`src/rtl/audio_pkg.sv`:
```
// Shared widths, FSM encoding and saturation limits for the audio DC conditioner.
package audio_pkg;

  localparam int unsigned AUD_W = 16;
  localparam int unsigned ACC_W = 18;
  localparam int unsigned ADC_W = 10;

  localparam logic signed [AUD_W-1:0] AUD_MAX = {1'b0, {(AUD_W-1){1'b1}}};
  localparam logic signed [AUD_W-1:0] AUD_MIN = {1'b1, {(AUD_W-1){1'b0}}};
  localparam logic signed [ACC_W-1:0] ACC_MAX = {1'b0, {(ACC_W-1){1'b1}}};
  localparam logic signed [ACC_W-1:0] ACC_MIN = {1'b1, {(ACC_W-1){1'b0}}};

  typedef enum logic [2:0] {
    StIdle,
    StLoad,
    StFilt,
    StScale,
    StOut
  } state_e;

endpackage

```
`src/rtl/audio_dc_conditioner_sat_clamp.sv`:
```
// Combinational signed clamp from InW bits down to OutW bits, with a clamp flag.
module sat_clamp #(
  parameter int unsigned              InW    = 20,
  parameter int unsigned              OutW   = 18,
  parameter logic signed [OutW-1:0]   MaxVal = {1'b0, {(OutW-1){1'b1}}},
  parameter logic signed [OutW-1:0]   MinVal = {1'b1, {(OutW-1){1'b0}}}
) (
  input  logic signed [InW-1:0]  in_i,
  output logic signed [OutW-1:0] out_o,
  output logic                   sat_o
);

  localparam logic signed [InW-1:0] MaxExt = InW'(MaxVal);
  localparam logic signed [InW-1:0] MinExt = InW'(MinVal);

  always_comb begin
    out_o = in_i[OutW-1:0];
    sat_o = 1'b0;
    if (in_i > MaxExt) begin
      out_o = MaxVal;
      sat_o = 1'b1;
    end else if (in_i < MinExt) begin
      out_o = MinVal;
      sat_o = 1'b1;
    end
  end

endmodule

```
`src/rtl/audio_dc_conditioner.sv`:
```
// Re-centres 10-bit ADC samples, removes DC with a first-order HPF, applies shift gain
// and saturates to a 16-bit signed audio sample.
module audio_dc_conditioner
  import audio_pkg::*;
#(
  parameter int unsigned HPF_SHIFT  = 6,
  parameter int unsigned GAIN_SHIFT = 0,
  parameter bit          HPF_BYPASS = 1'b0
) (
  input  logic             i_clk,
  input  logic             i_rst,
  input  logic [ADC_W-1:0] i_adc_dt,
  input  logic             i_adc_dt_en,
  output logic [AUD_W-1:0] o_aud_dt,
  output logic             o_aud_en,
  output logic             o_sat,
  output logic             o_ovr
);

  // Headroom so neither the filter sum nor the gain shift can wrap before clamping.
  localparam int unsigned FiltW  = ACC_W + 2;
  localparam int unsigned ScaleW = ACC_W + 4;

  state_e                  state_q, state_d;
  logic [ADC_W-1:0]        adc_q;
  logic signed [AUD_W-1:0] x16_q, x1_q, scl_q;
  logic signed [ACC_W-1:0] y_q, y1_q;
  logic                    scl_sat_q;

  logic signed [FiltW-1:0]  filt_sum;
  logic signed [ACC_W-1:0]  filt_y;
  logic                     unused_filt_sat;
  logic signed [ScaleW-1:0] scale_in;
  logic signed [AUD_W-1:0]  scl_y;
  logic                     scl_sat;

  always_comb begin
    if (HPF_BYPASS) begin
      filt_sum = FiltW'(x16_q);
    end else begin
      filt_sum = FiltW'(x16_q) - FiltW'(x1_q) + FiltW'(y1_q) - FiltW'(y1_q >>> HPF_SHIFT);
    end
  end

  sat_clamp #(
    .InW   (FiltW),
    .OutW  (ACC_W),
    .MaxVal(ACC_MAX),
    .MinVal(ACC_MIN)
  ) u_filt_clamp (
    .in_i (filt_sum),
    .out_o(filt_y),
    .sat_o(unused_filt_sat)
  );

  assign scale_in = ScaleW'(y_q) <<< GAIN_SHIFT;

  sat_clamp #(
    .InW   (ScaleW),
    .OutW  (AUD_W),
    .MaxVal(AUD_MAX),
    .MinVal(AUD_MIN)
  ) u_scale_clamp (
    .in_i (scale_in),
    .out_o(scl_y),
    .sat_o(scl_sat)
  );

  always_comb begin
    state_d = state_q;
    case (state_q)
      StIdle:  if (i_adc_dt_en) state_d = StLoad;
      StLoad:  state_d = StFilt;
      StFilt:  state_d = StScale;
      StScale: state_d = StOut;
      StOut:   state_d = StIdle;
      default: state_d = StIdle;
    endcase
  end

  always_ff @(posedge i_clk or posedge i_rst) begin
    if (i_rst) begin
      state_q <= StIdle;
    end else begin
      state_q <= state_d;
    end
  end

  always_ff @(posedge i_clk or posedge i_rst) begin
    if (i_rst) begin
      adc_q     <= '0;
      x16_q     <= '0;
      x1_q      <= '0;
      y_q       <= '0;
      y1_q      <= '0;
      scl_q     <= '0;
      scl_sat_q <= 1'b0;
      o_aud_dt  <= '0;
      o_aud_en  <= 1'b0;
      o_sat     <= 1'b0;
      o_ovr     <= 1'b0;
    end else begin
      o_aud_en <= 1'b0;
      o_sat    <= 1'b0;
      if (i_adc_dt_en && (state_q != StIdle)) o_ovr <= 1'b1;
      case (state_q)
        StIdle: if (i_adc_dt_en) adc_q <= i_adc_dt;
        // Inverting the MSB turns offset binary into two's complement (d - 512).
        StLoad: x16_q <= {~adc_q[ADC_W-1], adc_q[ADC_W-2:0], {(AUD_W-ADC_W){1'b0}}};
        StFilt: begin
          y_q <= filt_y;
          if (!HPF_BYPASS) begin
            x1_q <= x16_q;
            y1_q <= filt_y;
          end
        end
        StScale: begin
          scl_q     <= scl_y;
          scl_sat_q <= scl_sat;
        end
        StOut: begin
          o_aud_dt <= scl_q;
          o_sat    <= scl_sat_q;
          o_aud_en <= 1'b1;
        end
        default: ;
      endcase
    end
  end

endmodule
```
`config.mk`:
```
export PLATFORM = sky130hd
export DESIGN_NAME = audio_dc_conditioner
export DESIGN_NICKNAME = d
export VERILOG_FILES = /design/src/rtl/audio_pkg.sv /design/src/rtl/audio_dc_conditioner_sat_clamp.sv /design/src/rtl/audio_dc_conditioner.sv
export SDC_FILE = /design/constraint.sdc
export NUM_CORES = 1
export LEC_CHECK = 0
export ABC_AREA = 0
export CAP_MARGIN = 40
export CORE_MARGIN = 2
export CORE_UTILIZATION = 50
export CTS_BUF_LIST = sky130_fd_sc_hd__clkbuf_4 sky130_fd_sc_hd__clkbuf_8
export DETAILED_ROUTE_END_ITERATION = 8
export PLACE_DENSITY_LB_ADDON = 0.05
export REMOVE_ABC_BUFFERS = 1
export SYNTH_ARGS = -nofsm -noshare
export SYNTH_HDL_FRONTEND = slang
export SYNTH_SLANG_ARGS = --single-unit
```
`constraint.sdc`:
```
create_clock -name i_clk -period 10.45 [get_ports i_clk]
set_input_delay 3.135 -clock i_clk [delete_from_list [all_inputs] [get_ports i_clk]]
set_output_delay 3.135 -clock i_clk [all_outputs]
set_load 0.01 [all_outputs]
```
==> load_flow_metrics.sql <==
INSERT INTO impl_metrics (metric_group, metric, value, unit) VALUES
('cts', 'clkTransAtPathRegs', '0.09', 'ns'),
('worst_setup_path', 'reg2reg_from', 'y1_q[17]', ''),
('synthesis', 'yosysWarnings', '0', ''),
('cts', 'number_of_clock_sinks_seen_by_cts', '87', ''),
('cells_and_area', 'layout-area-overhead-vs-synth', '13.2', '%'),
('min_path', 'hold_path.startpoint', 'o_ovr', ''),
('global_route', 'grt_first_pass_wirelength', '16.4', 'mm'),
('min_path', 'timing.hold.worst_endpoint', 'o_ovr', ''),
('cells_and_area', 'final_cell_mix', 'dfrtp_1 (87), inv_1 (61), o21ai_0 (54)', ''),
('cells_and_area', 'diodes', '0', ''),
('synthesis', 'synth_edf_count', '0', ''),
('cts', 'cts_hold_buffers', '0', ''),
('timing', 'report.final.setup_viol', '0', ''),
('cts', 'ctsRootBufferMaster', 'clkbuf_8', ''),
('synthesis', 'share_of_the_synthesized_area_in_the_top_cell_type', '0.440', ''),
('synthesis', 'proportion_of_synthesized_flip_flops_having_asynchronous_set_or_reset', '1.00', ''),
('worst_setup_path', 'worst_setup_path_end_kind', 'register', ''),
('worst_setup_path', 'timing_worst_setup_path_type', 'register to register', ''),
('place', 'portBuffers', '31', ''),
('synthesis', 'ys_top_cells_by_area', 'dfrtp_1 (44%), fa_1 (9.7%), mux2_2 (8.0%), ha_1 (6.3%), o21ai_0 (5.5%)', ''),
('cts', 'buffer_levels_on_the_longest_clock_path', '2', ''),
('worst_setup_path', 'rrSetupSlack', '6.03', 'ns'),
('floorplan', 'core', '9680', 'um2'),
('cells_and_area', 'final_net_count', '561', ''),
('routing', 'drc_errors', '0', ''),
('outcome', 'run_status', 'complete, no violations', ''),
('routing', 'totalWireLength', '9.44', 'mm'),
('synthesis', 'synth.yosys.seq_area_share', '0.440', ''),
('timing', 'hold_viol', '0', ''),
('cells_and_area', 'drive_gt1_frac', '0.135', ''),
('timing', 'max_freq', '0.226', 'GHz'),
('cts', 'cts_tree', 'built', ''),
('worst_setup_path', 'crit_path_max_fanout', '17', ''),
('worst_setup_path', 'worst_r2r_endpoint', 'y1_q[5]', ''),
('routing', 'wire_per_inst', '14.8', 'um'),
('cells_and_area', 'final_common_cell', 'dfrtp_1', ''),
('timing', 'fin_crit_sh', '0.423', ''),
('timing', 'post_route_skew', '0.0139', 'ns'),
('global_route', 'grt_antenna_before_repair', '0', ''),
('floorplan', 'ioPinCount', '32', ''),
('min_path', 'worst_hold_path_type', 'register to register', ''),
('synthesis', 'synth.ff_latch_count', '87', ''),
('cells_and_area', 'filler_cell_count', '848', ''),
('cts', 'h_tree_levels', '3', ''),
('global_route', 'maximum_number_of_pins_on_one_net_before_global_route_repair', '45', ''),
('timing', 'final_setup_margin', '6.03', 'ns'),
('synthesis', 'synth_cell_types', '54', ''),
('timing', 'final_max_slew_viol_count', '0', ''),
('routing', 'drt_iter0_drc', '93', ''),
('timing', 'slew_headroom', '0.417', ''),
('timing', 'max_slew.worst_pin.slew', '0.874', 'ns'),
('timing', 'tns', '0', 'ns'),
('timing', 'whs', '0.468', 'ns'),
('floorplan', 'dieArea', '10700', 'um2'),
('worst_setup_path', 'crit_path_start_kind', 'register', ''),
('synthesis', 'primary_ff_master_synth', 'dfrtp_1', ''),
('global_route', 'number_of_global_route_vias_before_repair', '3420', ''),
('cts', 'postCtsSetupBuffers', '0', ''),
('place', 'gp_routability_congestion', '0.759', ''),
('timing', 'rsz0062_at_grt', 'false', ''),
('floorplan', 'fp-row-count', '36', ''),
('synthesis', 'synth_cells', '469', ''),
('routing', 'ant_nets', '0', ''),
('cts', 'numCtsBuffers', '9', ''),
('worst_setup_path', 'critical_path_required', '10.65', 'ns'),
('worst_setup_path', 'r2r.worst_path.cells', '12', ''),
('cts', 'clkLatencyLatePin', '0.37', 'ns'),
('routing', 'vias_per_cell', '5.26', ''),
('floorplan', 'initial_utilization', '0.511', ''),
('job', 'cap_viol_max_count', '0', ''),
('routing', 'dr_total_vias', '3347', '');
[worst max-delay path by stage]
stage / startpoint / end / slack [ns] / cells after the start
CTS: y1_q[17] / y1_q[5] / 6.01 / 12
global placement: i_adc_dt_en / adc_q[8] / 5.46 / 3
floorplan: i_rst / adc_q[0] / 5.06 / 1
global route: y1_q[17] / y1_q[0] / 5.78 / 12
finish: y1_q[17] / y1_q[5] / 6.03 / 12
detailed placement: i_adc_dt_en / adc_q[7] / 5.71 / 4
[synthesized netlist by cell type (2+ instances only)]
master	n
dfrtp_1	87
inv_1	62
o21ai_0	54
nand2_1	45
mux2_2	35
nor2_1	26
ha_1	25
fa_1	24
clkbuf_1	16
a21oi_1	12
a311oi_1	12
xnor2_1	6
a211oi_1	5
a21o_1	5
xor2_1	5
o31ai_1	4
nand2b_1	3
a221oi_1	2
and2_1	2
buf_6	2
nor3_1	2
nor4b_1	2
o21bai_1	2
[worst max-delay path, stage by stage, from the launching register on]
cell and delay [ns]:
dfrtp_1 0.63, fa_1 0.52, fa_1 0.51, inv_1 0.05, ha_1 0.36, and4_1 0.25
a211o_1 0.29, o22a_1 0.18, a41o_1 0.22, xnor2_1 0.18, o21ai_0 0.14, o21ai_2 0.70
a311oi_1 0.22
[registers in the layout (all words and copies together), names as in the netlist]
signal and cells:
state_q 3, scl_sat_q 1, scl_q 16, o_ovr 1, o_sat 1, o_aud_dt 16
o_aud_en 1, x1_q 10, y1_q 18, adc_q 10, x16_q 10
[cell families after synthesis]
family	count (synthesis)	share of synthesized area
AOI/OAI and AO/OA	112	0.150
and+or+nand+nor	93	0.0842
DFF	87	0.440
buffers and inverters	81	0.0644
adders and majority gates	49	0.160
muxes	36	0.0816
xor gates and xnor gates	11	0.0195
[layer usage]
metal,track usage,vias to the layer above,share of wire
met4,0.0598,0,0.015
li1,-,1646,-
met1,0.255,1644,0.46
met3,0.0409,13,0.029
met2,0.313,44,0.50
met5,0,-,0
[through the flow]
step | cells | cell area, um2
after floorplan | 450 | 4860
after global placement | 617 | 5380
after detailed placement | 621 | 5430
after CTS | 636 | 5600
after global routing | 636 | 5600
final | 636 | 5600
[final cells by class]
type	count	area [um2]	area share
flip-flops and latches	87	2180	0.389
multi-input cells	301	2470	0.440
clock buffers	9	124	0.0221
inverters	62	234	0.0418
clock inverters	6	47.5	0.00849
repair buffers	38	388	0.0692
well taps	133	166	0.0297
Power is not shown: default switching activity piles up to over one toggle a cycle in this logic, so the estimate is an artifact.
